[config.mk]
export PLATFORM = sky130hd
export DESIGN_NAME = lane_arbiter
export DESIGN_NICKNAME = d
export VERILOG_FILES = /design/src/rtl/lane_arbiter.sv
export SDC_FILE = /design/constraint.sdc
export NUM_CORES = 1
export LEC_CHECK = 0
export BUFFER_PORTS_ARGS = -buffer_cell sky130_fd_sc_hd__buf_2
export CAP_MARGIN = 20
export CORE_MARGIN = 3
export CORE_UTILIZATION = 30
export DETAILED_ROUTE_END_ITERATION = 12
export PLACE_DENSITY = 0.56
export SLEW_MARGIN = 20
export SYNTH_ARGS = -nofsm -noshare
export SYNTH_HDL_FRONTEND = slang
export SYNTH_SLANG_ARGS = --single-unit
[constraint.sdc]
create_clock -name clk_f -period 2.2 [get_ports clk_f]
set_input_delay 0.22 -clock clk_f [delete_from_list [all_inputs] [get_ports clk_f]]
set_output_delay 0.22 -clock clk_f [all_outputs]
set_load 0.01 [all_outputs]
[src/rtl/lane_arbiter.sv]
// Four-lane round-robin burst arbiter with a single registered output slot.
// Optional per-lane transfer counters: define LANE_ARBITER_STATS_EN.
module lane_arbiter #(
    parameter int BURST_LEN = 4,
    parameter int DATA_W    = 8
) (
    input  logic              clk_f,
    input  logic              reset_L,
    input  logic [DATA_W-1:0] data_in_0,
    input  logic [DATA_W-1:0] data_in_1,
    input  logic [DATA_W-1:0] data_in_2,
    input  logic [DATA_W-1:0] data_in_3,
    input  logic              valid_in_0,
    input  logic              valid_in_1,
    input  logic              valid_in_2,
    input  logic              valid_in_3,
    output logic              ready_0,
    output logic              ready_1,
    output logic              ready_2,
    output logic              ready_3,
    input  logic              ready_out,
    output logic [DATA_W-1:0] data_out,
    output logic              valid_out,
    output logic [1:0]        lane_out
`ifdef LANE_ARBITER_STATS_EN
    ,
    output logic [15:0]       beat_cnt_0,
    output logic [15:0]       beat_cnt_1,
    output logic [15:0]       beat_cnt_2,
    output logic [15:0]       beat_cnt_3
`endif
);

    typedef enum logic {IDLE, GRANT} state_t;

    state_t                  state;
    logic [1:0]              ptr;
    logic [1:0]              g;
    logic [3:0]              cnt;
    logic [3:0]              vin;
    logic [3:0]              rdy;
    logic [3:0][DATA_W-1:0]  din;
    logic [3:0]              rot;
    logic [1:0]              off;
    logic [1:0]              pick;
    logic                    slot_free;
    logic                    xfer;
    logic                    last_beat;

    assign vin = {valid_in_3, valid_in_2, valid_in_1, valid_in_0};
    assign din = {data_in_3, data_in_2, data_in_1, data_in_0};

    // Rotate requests so bit 0 is the lane at ptr; the lowest set bit wins.
    always_comb begin
        rot = 4'({vin, vin} >> ptr);
        off = 2'd3;
        if (rot[0])      off = 2'd0;
        else if (rot[1]) off = 2'd1;
        else if (rot[2]) off = 2'd2;
    end
    assign pick = ptr + off;

    assign slot_free = !valid_out || ready_out;
    assign rdy       = (state == GRANT && slot_free) ? (4'b0001 << g) : 4'b0000;
    assign xfer      = (state == GRANT) && vin[g] && slot_free;
    assign last_beat = (cnt == 4'(BURST_LEN - 1));

    assign ready_0 = rdy[0];
    assign ready_1 = rdy[1];
    assign ready_2 = rdy[2];
    assign ready_3 = rdy[3];

    always_ff @(posedge clk_f or negedge reset_L) begin
        if (!reset_L) begin
            state     <= IDLE;
            ptr       <= 2'd0;
            g         <= 2'd0;
            cnt       <= 4'd0;
            valid_out <= 1'b0;
            data_out  <= '0;
            lane_out  <= 2'd0;
        end else begin
            case (state)
                IDLE: begin
                    if (|vin) begin
                        state <= GRANT;
                        g     <= pick;
                        cnt   <= 4'd0;
                    end
                end
                GRANT: begin
                    // A dropped request ends the burst early; ptr moves past g either way.
                    if (!vin[g] || (xfer && last_beat)) begin
                        state <= IDLE;
                        ptr   <= g + 2'd1;
                    end else if (xfer) begin
                        cnt <= cnt + 4'd1;
                    end
                end
                default: state <= IDLE;
            endcase

            if (xfer) begin
                data_out  <= din[g];
                lane_out  <= g;
                valid_out <= 1'b1;
            end else if (slot_free) begin
                valid_out <= 1'b0;
            end
        end
    end

`ifdef LANE_ARBITER_STATS_EN
    logic [3:0][15:0] beat_cnt;

    always_ff @(posedge clk_f or negedge reset_L) begin
        if (!reset_L) begin
            beat_cnt <= '0;
        end else begin
            for (int i = 0; i < 4; i++) begin
                if (xfer && g == 2'(i)) beat_cnt[i] <= beat_cnt[i] + 16'd1;
            end
        end
    end

    assign beat_cnt_0 = beat_cnt[0];
    assign beat_cnt_1 = beat_cnt[1];
    assign beat_cnt_2 = beat_cnt[2];
    assign beat_cnt_3 = beat_cnt[3];
`endif

endmodule

After elaboration in Yosys (flattened, before gate mapping)
Index checks and enable logic that the tools add are counted.
- add/sub/neg operators: 3
- $mul: 0
- div/mod/pow operators: 0
- order comparisons: 1
- equal/unequal tests: 4
- shifts and indexed selects: 2
- muxes and demuxes: 17
- bitwise operators: 1
- reductions and logical operators: 13
- operators with widths (cell ; count):
    binary-select mux 8 bit (select 2 bit) ; 1
    two-way mux 4 bit ; 4
    two-way mux 8 bit ; 1
    one-hot mux 4 bit (2 select lines) ; 1
    >> shifter 8 x 2 -> 3 bit ; 1
    two-way mux 1 bit ; 6
    adder 4 x 1 -> 4 bit (second input constant) ; 1
    equality test 4 x 2 -> 1 bit (second input constant) ; 1
    logical AND 1 bit ; 4
    two-way mux 2 bit ; 2
    inequality test 2 bit (second input constant) ; 2
    AND reduction 2 bit ; 2
    OR reduction 4 bit ; 1
    left shift 1 x 2 -> 4 bit (first input constant) ; 1
    < comparator 2 x 3 -> 1 bit (second input constant) ; 1
    AND reduction 3 bit ; 1
    adder 2 x 1 -> 2 bit (second input constant) ; 1
    adder 2 bit ; 1
    binary-select mux 1 bit (select 2 bit) ; 1
    zero test 1 bit ; 2
    logical OR 1 bit ; 2
    inequality test 2 x 1 -> 1 bit (second input constant) ; 1
    one-hot mux 1 bit (2 select lines) ; 1
    nonzero test 2 bit ; 1
    NOT 1 bit ; 1
- register bits: 20
- bits in latches: 0
- RAM bits: 0
- bits in read-only memories: 0
- bits of input ports: 39
- output and inout port bits: 15
- word-level logic and storage cells: 48
- memories kept: 0

Longest topological paths before layout
Gate-level depths: netlist (run 1).
- depth after elaboration: 8
- depth in mapped cells: 7
- gate-level depth less buffers: 7

Worst setup path after synthesis (run 1)
OpenSTA, ideal clock, no wires.
- path kind: register -> register
- start point: register g[1]
- end point: register data_out[0]
- setup time: 0.125 ns
- arrival time: 1.600 ns
- data required time: 2.075 ns
- path slack: 0.475 ns
- cell stages (with the launch flop): 5
- buffers on the path: 1
- clock period less this slack: 1.725 ns
- cells stage by stage: dfrtp_1 > mux4_2 > and3_4 > buf_6 > mux2_4
- longest elaborated chain between the ends: 4
- elaborated cells on any way between the ends: 6
- those cells by class: 4 x mux; 2 x reduce/logical
- ends and longest elaborated chain (what ; RTL line ; text):
    start, declared ; 38 ; logic [1:0] g;
    start signal, assigned ; 87 ; g <= pick;
    binary-select mux 1 bit (select 2 bit) ; 65 ; assign xfer = (state == GRANT) && vin[g] && slot_free;
    two-way mux 1 bit (implied by the code) ; 65 ;
    logical AND 1 bit (2 in a row) ; 65 ;
    end signal, assigned ; 104 ; data_out <= din[g];
    end, declared ; 22 ; output logic [DATA_W-1:0] data_out,
Parallel ways exist; a longest one is shown, timed or not. The select of a mux whose other input is x is not followed.
A chain may end at the register's enable or synchronous reset.

Worst setup path in the final report (run 1)
- start point: register g[1]
- end point: output ready_0
- longest elaborated chain between the ends: 2
- ends and longest elaborated chain (what ; RTL line ; text):
    left shift 1 x 2 -> 4 bit ; 64 ; assign rdy = (state == GRANT && slot_free) ? (4'b0001 << g) : 4'b0000;
    two-way mux 4 bit ; 64 ;
    end, declared ; 17 ; output logic ready_0,
No other way between the ends.

==> results of run 1 <==
-- metal layers --
layer,vias to the layer above,global-route usage (%),part of all wire (%)
met5,-,0,0
met4,0,1.207,0.24
met3,2,4.104,10
met2,47,21.15,45
met1,552,17.05,44
li1,538,-,-
-- worst register-to-register path, cell delays in order (launching register included) --
cell,delay (ps)
dfrtp_1,370
mux4_2,570
o41a_1,180
nand2b_4,170
mux2_4,290
-- Yosys cell counts --
| cell type | number | area [um2] |
|---|---|---|
| dfrtp_1 | 20 | 500.5 |
| mux2_4 | 9 | 135.1 |
| mux4_2 | 9 | 202.7 |
| nand2_1 | 9 | 33.78 |
| ha_1 | 6 | 75.07 |
| a21oi_1 | 5 | 25.02 |
| and3_1 | 5 | 31.28 |
| clkbuf_1 | 4 | 15.01 |
| inv_1 | 3 | 11.26 |
| mux2i_1 | 3 | 30.03 |
| nor4_1 | 3 | 18.77 |
| o21ai_1 | 3 | 15.01 |
| o31ai_1 | 3 | 22.52 |
| buf_6 | 2 | 22.52 |
| nand2b_1 | 2 | 12.51 |
| nor2_1 | 2 | 7.510 |
| nor2b_1 | 2 | 12.51 |
| o211ai_1 | 2 | 15.01 |
| a2111oi_0 | 1 | 8.760 |
| a211o_1 | 1 | 8.760 |
| a211oi_1 | 1 | 7.510 |
| a31oi_1 | 1 | 6.260 |
| a32o_1 | 1 | 10.01 |
| and2_1 | 1 | 6.260 |
| and3_4 | 1 | 11.26 |
| buf_2 | 1 | 5.000 |
| inv_2 | 1 | 3.750 |
| mux2_1 | 1 | 11.26 |
| mux2_2 | 1 | 11.26 |
| nand2b_4 | 1 | 13.76 |
| nand3_2 | 1 | 10.01 |
| nand4_1 | 1 | 6.260 |
| o211a_1 | 1 | 10.01 |
| o21bai_1 | 1 | 7.510 |
| o31a_1 | 1 | 8.760 |
| o41a_1 | 1 | 11.26 |
| or2_1 | 1 | 6.260 |
| xor2_1 | 1 | 8.760 |
-- where the power goes --
part           switching, uW  internal (uW)  total (uW)
clock network            133            243         376
registers                133            536         669
logic                    606            719        1330
total                    873           1500        2370
-- cells by family (layout without fill, tap and decap cells) --
group / Yosys count / in the layout / synth area share [%]
flip-flops: 20 / 20 / 36.83
AND/OR/NAND/NOR: 29 / 29 / 12.52
multiplexers: 23 / 23 / 28.73
AO/OA/AOI/OAI: 22 / 22 / 11.51
adder cells (fa/ha/maj): 6 / 6 / 5.525
XOR/XNOR: 1 / 1 / 0.6447
buffers and inverters: 11 / 65 / 4.235
-- flip-flops by register name, indices dropped and copies added (netlist names) --
name and flops:
lane_out 2, g 2, state 1, valid_out 1
ptr 2, data_out 8, cnt 4
-- how the worst min path moves through the flow --
| stage | slack (ps) | endpoint | from | depth (start not counted) |
|---|---|---|---|---|
| after CTS | 320 | cnt[2] | ready_out | 4 |
| after global routing | 370 | cnt[2] | ready_out | 4 |
| after floorplan | -80 | cnt[0] | reset_L | 0 |
| after global placement | 200 | data_out[4] | reset_L | 1 |
| final | 320 | cnt[2] | ready_out | 4 |
| after detailed placement | 210 | data_out[4] | reset_L | 1 |
-- area by class of cell --
class,count,area [um2]
multi-input cells,81,800.8
repair buffers,57,297.8
well taps,50,62.56
clock buffers,3,41.29
fillers,399,2425
clock inverters,1,30.03
inverters,4,15.01
flip-flops and latches,20,500.5
-- per-stage QoR --
stage | setup WS [ps] | power (uW) | area (um2) | util (%) | std cells
final | 521.5 | 2372 | 1748 | 41.89 | 216
after global routing | 334.7 | 2550 | 1748 | 41.89 | 216
after global placement | 521.5 | 1980 | 1667 | 39.94 | 211
after floorplan | 475.0 | 1651 | 1359 | - | 112
after CTS | 494.7 | 2404 | 1748 | 41.89 | 216
after detailed placement | 506.1 | 2014 | 1667 | 39.94 | 211
==> impl_metrics.csv, run 1 <==
group,metric,value,unit
status,status,"finished, final reports clean",
sta,worstMarginPinSlew,560.6,ps
synthesis,synth_cell_types,38,
clocking,cts_sinks,20,
worst_setup_path,critical_path_depth,5,
synthesis,syn_inst,112,
power,power_density,1357,nW/um2
worst_setup_path,crit_required,1980,ps
sta,fin_crit_sh,76.30,%
place,place.gp.congestion,0.8118,
power,ir_drop,0.0006040,V
global_route,grt_overflow_total,0,
worst_setup_path,critPathSlowestCell,"dfrtp_1",
sta,post-route-min-period,1679,ps
sta,slew_headroom,61.66,%
floorplan,core,4173,um2
sta,finalSetupTns,0,ps
worst_setup_path,critPathArrivalTime,1460,ps
worst_setup_path,path_max_fanout,14,
final_layout,drive_above_1_share,50.00,%
floorplan,row_count,23,
route,num_vias,1139,
worst_setup_path,start_kind,"flop",
worst_setup_path,regToRegStartpoint,"g[1]",
floorplan,dieArea,5373,um2
worst_setup_path,reg2reg_setup_slack,520,ps
clocking,post_cts_resized,0,
synthesis,yosys_warnings,0,
sta,rsz0062_at_grt,"false",
route,totalWireLength,3362,um
worst_setup_path,max_stage_delay,370,ps
sta,fmaxAchievable,595.8,MHz
worst_setup_path,endpoint_kind,"output pin",
place,hpwl,2587,um
clocking,post_cts_buffers,0,
sta,clock_skew,11.32,ps
synthesis,synth_seq_cells,20,
synthesis,yosysSeqAreaShare,36.83,%
final_layout,layout_common_cells,"53 x buf_2, 20 x dfrtp_1, 9 x nand2_1, 9 x mux4_2, 9 x mux2_4",
worst_setup_path,cp-startpoint,"g[1]",
clocking,postCtsHoldBufs,1,
final_layout,areaGrowthSynthToFinish,28.64,%
route,wl_per_cell,15.56,um
clocking,clockBufferDepth,2,
route,drtIter0Drc,29,
synthesis,netlist_area,1359,um2
sta,finalSetupViolations,0,
floorplan,initial_utilization,32.56,%
worst_setup_path,reg2reg_depth,4,
worst_setup_path,crit_family,"buffers and inverters",
route,viasPerCell,5.273,
final_layout,final_nets,212,
final_layout,diodes,0,
route,dr.pass1.iters,4,
clocking,clkTransAtPathRegs,90,ps
synthesis,syn-num-nets,157,
power,p_leak,0.0008688,uW
route,drc,0,
global_route,antenna_found_initial,0,
place,portBuffers,53,
job,cap_violations,0,
worst_hold_path,hold_class,"in2reg",
clocking,clock_latency,270,ps
worst_setup_path,path_class,"reg2out",
clocking,cts-htree-levels,1,
worst_setup_path,crit_buf_inv,3,
global_route,grtUsageTotal,12.80,%
route,postRouteAntennaNets,0,
global_route,first_global_vias,1151,
clocking,cts-root-buf,"clkbuf_8",
worst_setup_path,crit_chain,"buf_4, inv_1, ha_1, and3_1, buf_2",
global_route,grt_max_degree,21,
worst_setup_path,crit_path_end,"ready_0",
floorplan,ios,54,
sta,whs,324.5,ps
worst_setup_path,r2r_end,"ptr[1]",
synthesis,syn_avg_cell_area,12.13,um2
floorplan,die_w,73.30,um
sta,finalHoldViolations,0,
clocking,numCtsBuffers,3,
clocking,cts_tree,"done",
global_route,grt_pass1_wl,5437,um
final_layout,final_common_cell,"buf_2",
sta,slew_viol_final,0,
floorplan,fp.dieH,73.30,um
(Power assumes the default switching activity.)
==> inputs of run 2 (changes only) <==
--- a/config.mk
+++ b/config.mk
@@ -5,12 +5,13 @@
 export SDC_FILE = /design/constraint.sdc
 export NUM_CORES = 1
 export LEC_CHECK = 0
+export ABC_AREA = 1
 export BUFFER_PORTS_ARGS = -buffer_cell sky130_fd_sc_hd__buf_2
 export CAP_MARGIN = 20
 export CORE_MARGIN = 3
 export CORE_UTILIZATION = 30
 export DETAILED_ROUTE_END_ITERATION = 12
-export PLACE_DENSITY = 0.56
+export PLACE_DENSITY = 0.58
 export SLEW_MARGIN = 20
 export SYNTH_ARGS = -nofsm -noshare
 export SYNTH_HDL_FRONTEND = slang
==> constraint.sdc (replaced) <==
create_clock -name clk_f -period 1.4 [get_ports clk_f]
set_input_delay 0.14 -clock clk_f [delete_from_list [all_inputs] [get_ports clk_f]]
set_output_delay 0.14 -clock clk_f [all_outputs]
set_load 0.01 [all_outputs]
==> impl_metrics.csv, run 2 <==
group,metric,value,unit
sta,finalSetupViolations,9,
synthesis,syn-num-nets,238,
synthesis,synth_seq_cells,20,
worst_setup_path,path_max_fanout,8,
sta,whs,151.5,ps
final_layout,top_register,"data_out",
clocking,cts-htree-levels,1,
route,drtIter0Drc,57,
synthesis,synth_top_area_share,36.80,%
global_route,grt_pass1_wl,6603,um
status,violations,"setup timing",
floorplan,dieArea,5377,um2
global_route,grt_overflow_total,0,
power,p_switching,2277,uW
place,dp_slack,-66.56,ps
final_layout,drive_above_1_share,49.07,%
worst_setup_path,endpoint_kind,"flop",
place,hpwl,2886,um
worst_setup_path,crit_required,1560,ps
status,status,"finished with violations",
global_route,grt_max_degree,21,
final_layout,reg.largest.list,"data_out x8, cnt x4",
floorplan,initial_utilization,32.59,%
final_layout,final_nets,315,
power,p_leak,0.001111,uW
power,pwr-share-clk,11.7,%
sta,rsz0062_at_grt,"true",
power,intPower,2747,uW
floorplan,ios,54,
clocking,clock_latency,260,ps
synthesis,netlist_area,1360,um2
worst_setup_path,regToRegStartpoint,"ptr[0]",
route,drc,0,
final_layout,final_common_cell,"buf_2",
sta,finalHoldViolations,0,
route,wl_per_cell,13.23,um
final_layout,layout_common_cells,"53 x buf_2, 41 x nand2_1, 26 x nor2_1",
final_layout,areaGrowthSynthToFinish,56.58,%
synthesis,syn_inst,193,
worst_setup_path,critPathArrivalTime,1680,ps
sta,finalSetupTns,-374.4,ps
sta,slew_viol_final,0,
synthesis,yosys.area.top_type,"dfrtp_1",
job,cap_violations,0,
synthesis,syn_avg_cell_area,7.047,um2
final_layout,largest_reg_flops,8,
sta,clock_skew,3.025,ps
route,dr.pass1.iters,4,
place,place.gp.congestion,0.8157,
route,totalWireLength,4221,um
power,combPwrFrac,66.9,%
final_layout,diodes,0,
synthesis,yosysSeqAreaShare,36.80,%
floorplan,row_count,23,
power,ir_drop,0.001251,V
place,portBuffers,53,
power,power_density,2359,nW/um2
global_route,first_global_vias,1466,
synthesis,synth-main-ff-cell,"dfrtp_1",
worst_setup_path,path_class,"reg2reg",
clocking,cts_sinks,20,
floorplan,die_w,73.33,um
worst_setup_path,start_kind,"flop",
worst_hold_path,hold_class,"in2reg",
worst_hold_path,min_from,"ready_out",
synthesis,ys_async_sr_fraction,100.0,%
floorplan,core,4173,um2
clocking,cts_tree,"done",
synthesis,synth_edf_count,0,
synthesis,yosysMostFrequentCell,"nand2_1",
sta,slew_headroom,68.34,%
worst_setup_path,cp-startpoint,"ptr[0]",
route,postRouteAntennaNets,0,
synthesis,synth_cell_types,26,
global_route,antenna_found_initial,0,
sta,worstMarginPinSlew,474.9,ps
sta,fin_crit_sh,108.4,%
synthesis,yosys_warnings,0,
clocking,cts-root-buf,"clkbuf_8",
route,num_vias,1552,
clocking,numCtsBuffers,3,
floorplan,fp.dieH,73.33,um
sta,fmaxAchievable,658.7,MHz
global_route,grtUsageTotal,15.59,%
sta,post-route-min-period,1518,ps
clocking,clkTransAtPathRegs,80,ps
route,viasPerCell,4.865,
power,power_frac_seq,21.4,%
synthesis,netlist_top_cells_area,"dfrtp_1 37%, nand2_1 16%, o21ai_0 8.5%, nor2_1 7.5%, ha_1 5.5%",
synthesis,ys_top_cells_by_count,"57 x nand2_1, 27 x nor2_1, 23 x o21ai_0",
power,swShare,45.32,%
clocking,clockBufferDepth,2,
sta,fin_ws,-118.2,ps
-- run 2: changes by cell type after synthesis, moves of 5 or more --
cell,before,now
a21oi_1,5,0
and3_1,5,0
inv_1,3,16
mux2_4,9,0
mux4_2,9,0
nand2_1,9,57
nand3_1,0,11
nor2_1,2,27
o21ai_0,0,23
o22ai_1,0,8
-- run 2: layout make-up --
class,instances,area (um2)
fillers,409,2043
multi-input cells,146,892.1
clock buffers,3,41.29
repair buffers,80,525.5
clock inverters,1,30.03
flip-flops and latches,20,501.7
well taps,50,62.56
inverters,19,76.32
-- run 2: kinds of logic (layout without fill, tap and decap cells) --
kind of cell / Yosys count / in the layout / share of synthesized area [%]
AND/OR/NAND/NOR: 100 / 100 / 31.28
AO/OA/AOI/OAI: 38 / 38 / 16.19
buffers and inverters: 27 / 103 / 8.924
flip-flops: 20 / 20 / 36.80
adder cells (fa/ha/maj): 6 / 6 / 5.520
XOR/XNOR: 2 / 2 / 1.288
-- run 2: per-layer routing --
metal | track usage (%) | share of wire (%) | vias up
met4 | 2.414 | 1.2 | 0
met1 | 20.53 | 43 | 724
met2 | 26.61 | 50 | 43
met3 | 3.557 | 5.6 | 6
met5 | 0 | 0 | -
li1 | - | - | 779
-- run 2: final timing paths --
kind                          endpoint  slack [ps]  cells past startpoint
max reg2reg                       g[1]        -120                      9
min reg2reg                data_out[0]         490                      2
max in group asynchronous       ptr[0]         690                      2
min in group asynchronous  data_out[5]         360                      2
max                               g[1]        -120                      9
min                          valid_out         150                      4
-- run 2: timing repair --
action | in CTS | in global routing
pin swaps | 12 | 17
cloned | 0 | 0
hold buffers | 1 | 0
buffers inserted | 12 | 2
resized for setup | 25 | 36
endpoints found under the hold margin | 20 | 0
setup endpoints to repair | 6 | 24
-- run 2: worst max-delay path, cell delays in order (launching register included) --
cell and delay, ps:
dfrtp_2 470, nand2_1 90, inv_1 50, o31ai_1 240, o21ai_1 120, ha_2 200, inv_2 50, nand3_2 80
nand3_2 70, nand2_1 50
-- run 2: power by group through the flow --
stage	Clock, uW	Sequential, uW	Combinational [uW]
final	587	1070	3360
after global routing	626	1120	3750
after CTS	611	1070	2950
after detailed placement	0	1070	2480
after global placement	0	1070	2450
after floorplan	0	1100	1640
-- run 2: stage by stage --
step	power [uW]	cell area (um2)	utilization, %	cells
final	5024	2130	51.03	319
after CTS	4630	2007	48.10	317
after floorplan	2741	1369	-	193
after global routing	5494	2130	51.03	319
after detailed placement	3549	1743	41.77	300
after global placement	3518	1743	41.77	300
